==> config.mk <==
export PLATFORM = sky130hd
export DESIGN_NAME = sseg_scan_ctrl
export DESIGN_NICKNAME = d
export VERILOG_FILES = /design/src/rtl/sseg_pkg.sv /design/src/rtl/hex_to_sseg.sv /design/src/rtl/sseg_scan_ctrl.sv
export SDC_FILE = /design/constraint.sdc
export NUM_CORES = 1
export LEC_CHECK = 0
export BUFFER_PORTS_ARGS = -buffer_cell sky130_fd_sc_hd__buf_4
export CORE_ASPECT_RATIO = 1.1
export CORE_MARGIN = 5
export CORE_UTILIZATION = 30
export CTS_BUF_LIST = sky130_fd_sc_hd__clkbuf_16
export DETAILED_ROUTE_END_ITERATION = 10
export PLACE_DENSITY = 0.46
export SLEW_MARGIN = 20
export SYNTH_ARGS = -nofsm -noshare
export SYNTH_HDL_FRONTEND = slang
export SYNTH_SLANG_ARGS = --single-unit
==> constraint.sdc <==
create_clock -name clk -period 7.2 [get_ports clk]
set_clock_uncertainty 0.1 [all_clocks]
set_input_delay 0.72 -clock clk [delete_from_list [all_inputs] [get_ports clk]]
set_output_delay 0.72 -clock clk [all_outputs]
set_load 0.005 [all_outputs]
==> src/rtl/sseg_pkg.sv <==
`default_nettype none
// ============================================================================
//  Module   : sseg_pkg
//  Purpose  : Shared definitions for the seven-segment scan controller:
//             active-low segment table for hex digits 0-F, the all-off
//             segment pattern and the digit-slot state encoding.
//  Revision : 1.0  initial release
// ============================================================================
package sseg_pkg;

    // Segment bit order is {g,f,e,d,c,b,a}; a 0 lights the segment.
    localparam logic [6:0] SEG_OFF = 7'h7F;

    localparam logic [6:0] SEG_TABLE [16] = '{
        7'h40, 7'h79, 7'h24, 7'h30,   // 0 1 2 3
        7'h19, 7'h12, 7'h02, 7'h78,   // 4 5 6 7
        7'h00, 7'h10, 7'h08, 7'h03,   // 8 9 A b
        7'h46, 7'h21, 7'h06, 7'h0E    // C d E F
    };

    // Each digit slot opens with a dark window before the anode is driven.
    typedef enum logic [0:0] {
        S_BLANK = 1'b0,
        S_DRIVE = 1'b1
    } slot_state_e;

endpackage : sseg_pkg
`default_nettype wire

==> src/rtl/hex_to_sseg.sv <==
`default_nettype none
// ============================================================================
//  Module   : hex_to_sseg
//  Purpose  : Combinational hex nibble to active-low seven-segment decoder.
//  Ports    : i_hex  [3:0]  nibble to display
//             o_seg  [6:0]  segments {g..a}, active-low
//  Revision : 1.0  initial release
// ============================================================================
module hex_to_sseg
    import sseg_pkg::*;
(
    input  logic [3:0] i_hex,
    output logic [6:0] o_seg
);

    assign o_seg = SEG_TABLE[i_hex];

endmodule : hex_to_sseg
`default_nettype wire

==> src/rtl/sseg_scan_ctrl.sv <==
`default_nettype none
// ============================================================================
//  Module   : sseg_scan_ctrl
//  Purpose  : Time-multiplexed scan controller for NUM_DIGITS common-anode
//             seven-segment digits. Each digit owns a slot of REFRESH_DIV
//             cycles whose first BLANK_CYCLES are dark (anti-ghosting).
//             Loaded data is held in a shadow register and promoted to the
//             display register only at a frame boundary (tear-free).
//  Ports    : clk, rst        clock, asynchronous active-high reset
//             data_in         hex nibbles, nibble i drives digit i (0 = right)
//             dp_in           decimal point request per digit, 1 = lit
//             digit_en        per-digit enable, sampled live
//             blank_lz        suppress leading zeros, sampled live
//             load            one-cycle capture strobe for data_in/dp_in
//             an              anodes, active-low
//             segs            segments {g..a}, active-low
//             dp              decimal point, active-low
//             frame_done      one-cycle pulse after the last slot of a frame
//             pending         loaded value not yet on the display
//  Revision : 1.0  initial release
// ============================================================================
module sseg_scan_ctrl
    import sseg_pkg::*;
#(
    parameter int NUM_DIGITS   = 4,
    parameter int REFRESH_DIV  = 100000,
    parameter int BLANK_CYCLES = 2,
    parameter int CNT_W        = $clog2(REFRESH_DIV)
)(
    input  logic                    clk,
    input  logic                    rst,
    input  logic [4*NUM_DIGITS-1:0] data_in,
    input  logic [NUM_DIGITS-1:0]   dp_in,
    input  logic [NUM_DIGITS-1:0]   digit_en,
    input  logic                    blank_lz,
    input  logic                    load,
    output logic [NUM_DIGITS-1:0]   an,
    output logic [6:0]              segs,
    output logic                    dp,
    output logic                    frame_done,
    output logic                    pending
);

    localparam int IDX_W = $clog2(NUM_DIGITS);

    localparam logic [CNT_W-1:0] c_presc_last = CNT_W'(REFRESH_DIV - 1);
    localparam logic [CNT_W-1:0] c_blank_len  = CNT_W'(BLANK_CYCLES);
    localparam logic [IDX_W-1:0] c_idx_last   = IDX_W'(NUM_DIGITS - 1);

    // ------------------------------------------------------------------
    // Scan counter state
    // ------------------------------------------------------------------
    logic [CNT_W-1:0]        r_presc;
    logic [IDX_W-1:0]        r_idx;
    logic                    r_frame_done;

    // ------------------------------------------------------------------
    // Double-buffered data
    // ------------------------------------------------------------------
    logic [4*NUM_DIGITS-1:0] r_shadow;
    logic [NUM_DIGITS-1:0]   r_shadow_dp;
    logic [4*NUM_DIGITS-1:0] r_disp;
    logic [NUM_DIGITS-1:0]   r_disp_dp;
    logic                    r_pending;

    // ------------------------------------------------------------------
    // Output stage
    // ------------------------------------------------------------------
    slot_state_e             r_state;
    slot_state_e             w_state_nxt;
    logic [NUM_DIGITS-1:0]   r_an_pat;
    logic [6:0]              r_segs_pat;
    logic                    r_dp_pat;
    logic [NUM_DIGITS-1:0]   w_an_pat_nxt;
    logic [6:0]              w_segs_pat_nxt;
    logic                    w_dp_pat_nxt;

    logic                    w_tick;
    logic                    w_wrap;
    logic [3:0]              w_nib;
    logic                    w_dp_bit;
    logic                    w_en_bit;
    logic                    w_upper_zero;
    logic                    w_lz_blank;
    logic                    w_suppress;
    logic [6:0]              w_seg_dec;

    assign w_tick = (r_presc == c_presc_last);
    assign w_wrap = w_tick && (r_idx == c_idx_last);

    // ------------------------------------------------------------------
    // Prescaler, digit index and frame pulse
    // ------------------------------------------------------------------
    always_ff @(posedge clk or posedge rst) begin
        if (rst) begin
            r_presc      <= '0;
            r_idx        <= '0;
            r_frame_done <= 1'b0;
        end else begin
            r_frame_done <= w_wrap;
            if (w_tick) begin
                r_presc <= '0;
                r_idx   <= (r_idx == c_idx_last) ? '0 : r_idx + 1'b1;
            end else begin
                r_presc <= r_presc + 1'b1;
            end
        end
    end

    // ------------------------------------------------------------------
    // Load handshake. A load landing on the wrap tick bypasses the shadow
    // so the new value is shown from the very next frame with no pending.
    // ------------------------------------------------------------------
    always_ff @(posedge clk or posedge rst) begin
        if (rst) begin
            r_shadow    <= '0;
            r_shadow_dp <= '0;
            r_disp      <= '0;
            r_disp_dp   <= '0;
            r_pending   <= 1'b0;
        end else if (w_wrap) begin
            if (load) begin
                r_disp    <= data_in;
                r_disp_dp <= dp_in;
            end else if (r_pending) begin
                r_disp    <= r_shadow;
                r_disp_dp <= r_shadow_dp;
            end
            r_pending <= 1'b0;
        end else if (load) begin
            r_shadow    <= data_in;
            r_shadow_dp <= dp_in;
            r_pending   <= 1'b1;
        end
    end

    // ------------------------------------------------------------------
    // Current-digit selection and leading-zero detection. The leading-zero
    // test requires every nibble at or above the current index to be zero.
    // ------------------------------------------------------------------
    always_comb begin
        w_nib        = 4'h0;
        w_dp_bit     = 1'b0;
        w_en_bit     = 1'b0;
        w_upper_zero = 1'b1;
        for (int k = 0; k < NUM_DIGITS; k++) begin
            if (IDX_W'(k) == r_idx) begin
                w_nib    = r_disp[4*k +: 4];
                w_dp_bit = r_disp_dp[k];
                w_en_bit = digit_en[k];
            end
            if ((IDX_W'(k) >= r_idx) && (r_disp[4*k +: 4] != 4'h0)) begin
                w_upper_zero = 1'b0;
            end
        end
    end

    assign w_lz_blank = blank_lz && (r_idx != '0) && w_upper_zero;
    assign w_suppress = !w_en_bit || w_lz_blank;

    hex_to_sseg u_dec (
        .i_hex (w_nib),
        .o_seg (w_seg_dec)
    );

    // ------------------------------------------------------------------
    // Slot FSM: the state follows the prescaler position; the drive
    // pattern is precomputed and gated by the registered state.
    // ------------------------------------------------------------------
    always_comb begin
        w_state_nxt    = S_BLANK;
        w_an_pat_nxt   = '1;
        w_segs_pat_nxt = SEG_OFF;
        w_dp_pat_nxt   = 1'b1;

        if (r_presc >= c_blank_len) begin
            w_state_nxt = S_DRIVE;
        end

        if (!w_suppress) begin
            for (int k = 0; k < NUM_DIGITS; k++) begin
                w_an_pat_nxt[k] = (IDX_W'(k) != r_idx);
            end
            w_segs_pat_nxt = w_seg_dec;
            w_dp_pat_nxt   = ~w_dp_bit;
        end
    end

    always_ff @(posedge clk or posedge rst) begin
        if (rst) begin
            r_state    <= S_BLANK;
            r_an_pat   <= '1;
            r_segs_pat <= SEG_OFF;
            r_dp_pat   <= 1'b1;
        end else begin
            r_state    <= w_state_nxt;
            r_an_pat   <= w_an_pat_nxt;
            r_segs_pat <= w_segs_pat_nxt;
            r_dp_pat   <= w_dp_pat_nxt;
        end
    end

    assign an         = (r_state == S_DRIVE) ? r_an_pat   : '1;
    assign segs       = (r_state == S_DRIVE) ? r_segs_pat : SEG_OFF;
    assign dp         = (r_state == S_DRIVE) ? r_dp_pat   : 1'b1;
    assign frame_done = r_frame_done;
    assign pending    = r_pending;

endmodule : sseg_scan_ctrl
`default_nettype wire

==> flow_summary.ini, run 1 <==
[detailed_routing]
drc = 0
firstDrtPassIters = 4
ant_nets = 0
wirelength_mm = 9.32
routedWlPerCell_um = 16.4
vias = 2914
viasPerCell = 5.13
dr.first_iter.drc_count = 193

[clock_tree]
clkLatencyLatePin_ns = 0.33
cts.sinks = 74
clock-root-buffer = clkbuf_16
numCtsBuffers = 9
path_clk_slew_ns = 0.06
htree_levels = 3
hold_buffers = 0
clockBufferDepth = 2
cts_setup_buffers = 0
cts-resized-gates = 0
tritoncts = yes

[sta]
hold_viol = 0
max_slew_margin_pct = 32.6
setup_violations = 0
fin_tns_setup_ns = 0
finalCriticalPeriod_ns = 2.88
rsz0062_at_grt = no
fmax_ghz = 0.347
period_share_pct = 40.0
final-max-slew-violation-count = 0
worst_slew_pin_slew_ns = 1.01
fin_hold_ws_ns = 0.370

[synth]
synth_edf_count = 0
ys_ff_latch = 74
yosys-top-cells-area = dfrtp_1, dfstp_2, mux2_1
syn-instance-count = 373
synth.top_cells.by_count = dfrtp_1, nor2_1, a21oi_1
synth_seq_area_share_pct = 47.8
synth_area_um2 = 3900
yosysTopAreaCell = dfrtp_1
synth_most_common_cell = dfrtp_1
ys_warn_count = 0
synth_top_cell_area_share_pct = 39.7
async_flop_share_pct = 100
avgSynthCellArea_um2 = 10.5
ys.flop_type = dfrtp_1
synth_nets = 414
synth.distinct_cells = 58

[grt]
antenna_found_initial = 0
overflow = 0
top_usage_layer = met2
grt_use_met1_pct = 16.4
grt_pass1_wl_mm = 15.1
track_usage_pct = 12.4
grt_max_degree = 75
grt_util_met3_pct = 2.88
first_global_vias = 2847
gr-usage-met2_pct = 19.5

[floorplan]
die_x_um = 119
die_h_um = 130
boundaryPins = 42
num_rows = 43
core_area_um2 = 12700
die-area_um2 = 15400
start_util_pct = 30.8

[final_layout]
drive_gt1_share_pct = 20.9
postLayoutCellArea_um2 = 4590
fillerInstances = 1286
nets = 448
syn_to_final_growth_pct = 17.5
antenna_cells = 0

[power]
p_clk_share_pct = 46.6
netSwitchingFraction_pct = 21.7
p_leak_nw = 2.02
seq_power_share_pct = 47.7
peakVddDrop_uv = 100
p_total_mw = 0.918
internal-power_mw = 0.719
combPwrFrac_pct = 5.7
power_density_nw_per_um2 = 200
switchingPower_mw = 0.199

[worst_setup_path]
crit_start = r_idx[1]
cp_data_arrival_time_ns = 3.00
worstReg2RegStart = r_idx[1]
crit_type = flip-flop to flip-flop
ff2ff_setup_slack_ns = 4.32
crit_path_max_fanout = 21
rr_worst_depth = 5
cp-start-kind = flip-flop
required_ns = 7.32
cp-end-kind = flip-flop

[min_path]
min_path_type = primary input to asynchronous set/reset pin

[place]
dpl_cell_area_um2 = 4290
hpwl_mm = 6.33
place_congestion = 0.799
port_buffers = 41

[status]
status = completed

[run]
cap_violations = 0
[through the flow]
step	setup slack [ns]	instances	util, %
6_report	4.32	568	36.1
5_1_grt	4.13	568	36.1
4_1_cts	4.33	567	35.9
3_5_place_dp	4.34	552	33.8
3_3_place_gp	4.20	552	33.7
2_1_floorplan	4.52	373	-
[sequential cells by signal (all words and copies together) (netlist names)]
register / count
r_disp: 16
pending: 1
r_shadow: 16
r_dp_pat: 1
r_disp_dp: 4
r_shadow_dp: 4
r_idx: 2
r_presc: 17
r_an_pat: 4
frame_done: 1
r_state: 1
r_segs_pat: 7
[routing by layer]
| metal | wire length (µm) | up-vias |
|---|---|---|
| met3 | 402 | 7 |
| met4 | 136 | 0 |
| met5 | 0 | - |
| met1 | 4480 | 1420 |
| li1 | - | 1419 |
| met2 | 4300 | 68 |
[area by class of cell]
cell class	count	area, µm²	share of cell area (%)
clock inverters	6	51.3	1.12
repair buffers	45	358	7.80
multi-input cells	264	1840	40.2
well taps	157	196	4.28
flip-flops and latches	74	1870	40.7
clock buffers	9	225	4.91
inverters	13	48.8	1.06
[critical path, stage by stage, from the launching register on]
cell	delay [ns]
dfrtp_1	0.40
ha_1	0.48
inv_1	0.27
nor3_4	0.88
nand2_4	0.31
o221a_2	0.33
[logic make-up after synthesis]
group / count (synthesis) / share of synthesized area (%)
buffers and inverters: 35 / 5.13
muxes: 21 / 6.02
xor gates and xnor gates: 14 / 3.14
AOI/OAI and AO/OA: 75 / 14.3
DFF: 74 / 47.8
adders and majority gates: 13 / 4.17
and+or+nand+nor: 141 / 19.4
[power by group through the flow]
stage | combinational (mW) | sequential [mW] | clock, mW
final | 0.0526 | 0.438 | 0.427
after global placement | 0.0518 | 0.445 | 0
after detailed placement | 0.0524 | 0.445 | 0
after CTS | 0.0525 | 0.438 | 0.441
after global routing | 0.0599 | 0.439 | 0.454
after floorplan | 0.0296 | 0.443 | 0
[cell usage in the layout (no fill, tap or decap), drive strengths merged, types with 5 or more instances in the layout]
cell type,count
nor2,39
ha,13
and3,6
o221a,18
and2,5
xor2,6
dfrtp,62
nand2b,13
nand2,19
o21ai,7
clkbuf,9
buf,45
nand3,8
dfstp,12
nor4,6
inv,15
xnor2,8
a21oi,26
nor3,21
mux2,20
nor2b,5
[final timing paths]
kind                                 end
max                           r_disp[10]
min                           frame_done
max reg2reg                   r_disp[10]
min reg2reg                  r_shadow[8]
max in group asynchronous  r_segs_pat[0]
min in group clk             r_shadow[8]
No activity file was read; power rests on OpenSTA's default activity.
==> run 2: changes to the inputs <==
==> constraint.sdc (replaced) <==
create_clock -name clk -period 3 [get_ports clk]
set_clock_uncertainty 0.1 [all_clocks]
set_input_delay 0.3 -clock clk [delete_from_list [all_inputs] [get_ports clk]]
set_output_delay 0.3 -clock clk [all_outputs]
set_load 0.005 [all_outputs]
==> flow_summary.ini, run 2 (synthesis gave the netlist of run 1 again) <==
[detailed_routing]
vias = 2920
drc = 0
viasPerCell = 5.09
ant_nets = 0
firstDrtPassIters = 4
routedWlPerCell_um = 16.2
dr.first_iter.drc_count = 223
wirelength_mm = 9.30

[sta]
period_share_pct = 88.5
fin_tns_setup_ns = 0
fin_hold_ws_ns = 0.0863
setup_slack_ns = 0.346
worst_slew_pin_slew_ns = 0.623
final-max-slew-violation-count = 0
fmax_ghz = 0.377
hold_viol = 0
rsz0062_at_grt = no
finalCriticalPeriod_ns = 2.65
max_slew_margin_pct = 58.4
setup_violations = 0

[final_layout]
largest_reg_flops = 17
reg.largest.list = r_presc: 17 flops, r_disp: 16 flops, r_shadow: 16 flops
postLayoutCellArea_um2 = 4680
largest-register = r_presc
syn_to_final_growth_pct = 19.8
mostFrequentLayoutCell = dfrtp_1
antenna_cells = 0
finalNonFillerCells = 574
nets = 454
drive_gt1_share_pct = 22.1
final_cell_mix = dfrtp_1, buf_4, nor2_1

[worst_setup_path]
ff2ff_setup_slack_ns = 0.35
cp-start-kind = flip-flop
crit_path_max_fanout = 12
crit_type = flip-flop to flip-flop
slowest_stage = dfrtp_1
timing.critical_path.slowest_cell_delay_ns = 0.40
cp_data_arrival_time_ns = 2.76
cp-end-kind = flip-flop
crit_chain = inv_1 > ha_1 > nor2b_1 > a22oi_1 > a21oi_1 > inv_1 > ha_1 > nor2_1 > a211o_1 > o311ai_0
required_ns = 3.11

[place]
dp_slack_ns = 0.379
numPlacedInstances = 558
port_buffers = 41
hpwl_mm = 6.49
dpl_cell_area_um2 = 4340
place_congestion = 0.818

[floorplan]
die_h_um = 130
die-area_um2 = 15400
core_area_um2 = 12700
num_rows = 43
die_x_um = 119
boundaryPins = 42
start_util_pct = 30.8

[clock_tree]
clkLatencyLatePin_ns = 0.33
cts-resized-gates = 0
numCtsBuffers = 9
clockBufferDepth = 2
path_clk_slew_ns = 0.06
cts.sinks = 74
htree_levels = 3
tritoncts = yes
clock-root-buffer = clkbuf_16

[grt]
overflow = 0
grt_max_degree = 48
antenna_found_initial = 0
first_global_vias = 2981
grt_pass1_wl_mm = 15.7
track_usage_pct = 12.8

[power]
peakVddDrop_uv = 208
power_density_nw_per_um2 = 510
p_leak_nw = 2.06

[status]
status = completed

[min_path]
min_path_type = primary input to flip-flop

[run]
cap_violations = 0
==> run 2: routing by layer <==
layer | global-route usage, % | vias up | wire (µm)
li1 | - | 1428 | -
met1 | 17.1 | 1429 | 4640
met2 | 19.8 | 48 | 4180
met3 | 2.27 | 15 | 256
met4 | 7.02 | 0 | 226
met5 | 0 | - | 0
==> run 2: where the power goes <==
group	total, mW	switching (mW)	internal (mW)
clock network	1.21	0.406	0.803
registers	1.05	0.0155	1.04
logic	0.125	0.0639	0.0613
==> run 2: through the flow <==
step	utilization, %	power [mW]
after detailed placement	34.2	1.20
after floorplan	-	1.13
after CTS	36.9	2.43
after global routing	36.9	2.48
after global placement	34.2	1.20
final	36.9	2.39
==> run 2: worst paths after layout <==
check                           cells past startpoint             to  startpoint
worst max register to register                     10  r_segs_pat[1]    r_idx[1]
max in group asynchronous                           4       r_dp_pat         rst
worst min-delay path                                2    r_shadow[6]  data_in[6]
min in group asynchronous                           3    r_shadow[0]         rst
worst max-delay path                               10  r_segs_pat[1]    r_idx[1]
worst min register to register                      1     r_presc[0]  r_presc[0]
==> run 2: cell type report <==
| class | instances | area [µm²] |
|---|---|---|
| Clock buffer | 9 | 225 |
| Tap cell | 157 | 196 |
| Clock inverter | 6 | 106 |
| Multi-Input combinational cell | 264 | 1840 |
| Inverter | 13 | 48.8 |
| Fill cell | 1277 | 8020 |
| Sequential cell | 74 | 1870 |
| Timing Repair Buffer | 51 | 398 |
==> run 2: critical path: cells and delay by family, from the launching register on <==
family,cells,cell delay [ns]
AOI/OAI and AO/OA,4,0.79
adders and majority gates,2,0.66
buffers and inverters,2,0.27
DFF,1,0.40
and+or+nand+nor,2,0.30
==> run 2: timing repair <==
action	in CTS	in global routing
endpoints found under the hold margin	17	0
setup buffers	0	0
endpoints found under the setup margin	0	0
hold buffers	1	0
==> run 3: changes to the inputs <==
--- a/config.mk
+++ b/config.mk
@@ -7,11 +7,13 @@
 export LEC_CHECK = 0
 export BUFFER_PORTS_ARGS = -buffer_cell sky130_fd_sc_hd__buf_4
 export CORE_ASPECT_RATIO = 1.1
-export CORE_MARGIN = 5
+export CORE_MARGIN = 4
 export CORE_UTILIZATION = 30
 export CTS_BUF_LIST = sky130_fd_sc_hd__clkbuf_16
 export DETAILED_ROUTE_END_ITERATION = 10
 export PLACE_DENSITY = 0.46
+export RECOVER_POWER = 25
+export REMOVE_ABC_BUFFERS = 1
 export SLEW_MARGIN = 20
 export SYNTH_ARGS = -nofsm -noshare
 export SYNTH_HDL_FRONTEND = slang
==> flow_summary.ini, run 3 (synthesis gave the netlist of run 1 again) <==
[place]
numPlacedInstances = 558
hpwl_mm = 6.30
place_congestion = 0.762
port_buffers = 41

[clock_tree]
cts.sinks = 74
path_clk_slew_ns = 0.06
numCtsBuffers = 9
cts_setup_buffers = 0
clock-root-buffer = clkbuf_16
clockBufferDepth = 2
clkLatencyLatePin_ns = 0.33
cts-resized-gates = 0
htree_levels = 3
hold_buffers = 0
tritoncts = yes

[final_layout]
mostFrequentLayoutCell = dfrtp_1
largest-register = r_presc
largest_reg_flops = 17
final_cell_mix = dfrtp_1, buf_4, nor2_1
finalNonFillerCells = 574
syn_to_final_growth_pct = 19.9
antenna_cells = 0
fillerInstances = 1251
reg.largest.list = r_presc: 17 flops, r_disp: 16 flops, r_shadow: 16 flops
nets = 453
fin_util_pct = 36.9
drive_gt1_share_pct = 21.8

[sta]
max_slew_margin_pct = 14.1
worst_slew_pin_slew_ns = 1.29
finalCriticalPeriod_ns = 2.71
fmax_ghz = 0.369
rsz0062_at_grt = no
setup_violations = 0
final-max-slew-violation-count = 0
fin_tns_setup_ns = 0
fin_hold_ws_ns = 0.0901
period_share_pct = 90.3
hold_viol = 0

[floorplan]
die_h_um = 128
start_util_pct = 30.8
boundaryPins = 42
die_x_um = 117
num_rows = 43
die-area_um2 = 14900
core_area_um2 = 12700

[detailed_routing]
routedWlPerCell_um = 15.8
vias = 2898
drc = 0
wirelength_mm = 9.05
ant_nets = 0
firstDrtPassIters = 4
dr.first_iter.drc_count = 143
viasPerCell = 5.05

[grt]
grt_pass1_wl_mm = 15.2
track_usage_pct = 13.1
antenna_found_initial = 0
top_usage_layer = met2
gr-usage-met2_pct = 20.2
first_global_vias = 2900
grt_util_met3_pct = 2.12
grt_max_degree = 44
grt_use_met1_pct = 17.6
overflow = 0

[worst_setup_path]
crit_type = flip-flop to flip-flop
ff2ff_setup_slack_ns = 0.29
cp-start-kind = flip-flop
cp_data_arrival_time_ns = 2.82
crit_path_max_fanout = 12
required_ns = 3.12
cp-end-kind = flip-flop

[run]
cap_violations = 0

[power]
p_leak_nw = 2.07
peakVddDrop_uv = 297
power_density_nw_per_um2 = 527

[min_path]
min_path_type = primary input to flip-flop

[status]
status = completed
run 3: cell count changes in the layout (fill, tap and decap cells not counted), sizes merged:
| cell | previous run | this run |
|---|---|---|
| bufinv | 3 | 4 |
| clkinvlp | 1 | 0 |
| clkbuf | 9 | 11 |
| buf | 50 | 48 |
| inv | 13 | 14 |
| dlygate4sd3 | 1 | 0 |
run 3: critical path: stages, from the launching register on:
cell	delay, ns
dfrtp_1	0.40
inv_1	0.10
ha_1	0.32
nor2b_1	0.25
a22oi_1	0.11
a21oi_1	0.40
inv_1	0.19
ha_1	0.34
nor2_1	0.05
a211o_1	0.22
o311ai_0	0.10
run 3: area by class of cell:
type / count / area, µm² / area share (%)
timing repair buffer: 50 / 373 / 7.97
multi-input combinational: 264 / 1840 / 39.3
inverter: 13 / 48.8 / 1.04
tap: 157 / 196 / 4.20
clock inverter: 7 / 133 / 2.83
sequential: 74 / 1870 / 39.9
clock buffer: 9 / 225 / 4.81
run 3: metrics by stage:
stage	instance area, µm²	total power, mW	setup WS (ns)
4_1_cts	4700	2.50	0.303
2_1_floorplan	3750	1.12	0.519
3_3_place_gp	4340	1.20	0.494
3_5_place_dp	4340	1.20	0.328
6_report	4680	2.47	0.292
5_1_grt	4680	2.56	0.0117
run 3: power breakdown:
part           internal, mW  switching (mW)
clock network         0.889           0.407
logic                0.0581          0.0623
registers              1.04          0.0159
total                  1.98           0.485
run 3: routing by layer:
| metal | share of wire (%) | wire length [µm] |
|---|---|---|
| met1 | 48 | 4340 |
| met2 | 47 | 4230 |
| met3 | 3.0 | 269 |
| met4 | 2.3 | 212 |
| met5 | 0 | 0 |
run 3: path summary, 6_finish.rpt:
kind	from	cells after the start	to
worst max-delay path	r_idx[1]	10	r_segs_pat[1]
worst min-delay path	dp_in[2]	2	r_shadow_dp[2]
worst max register to register	r_idx[1]	10	r_segs_pat[1]
worst min register to register	r_presc[0]	1	r_presc[0]
max in group asynchronous	rst	3	r_disp[0]
min in group asynchronous	rst	2	r_presc[11]
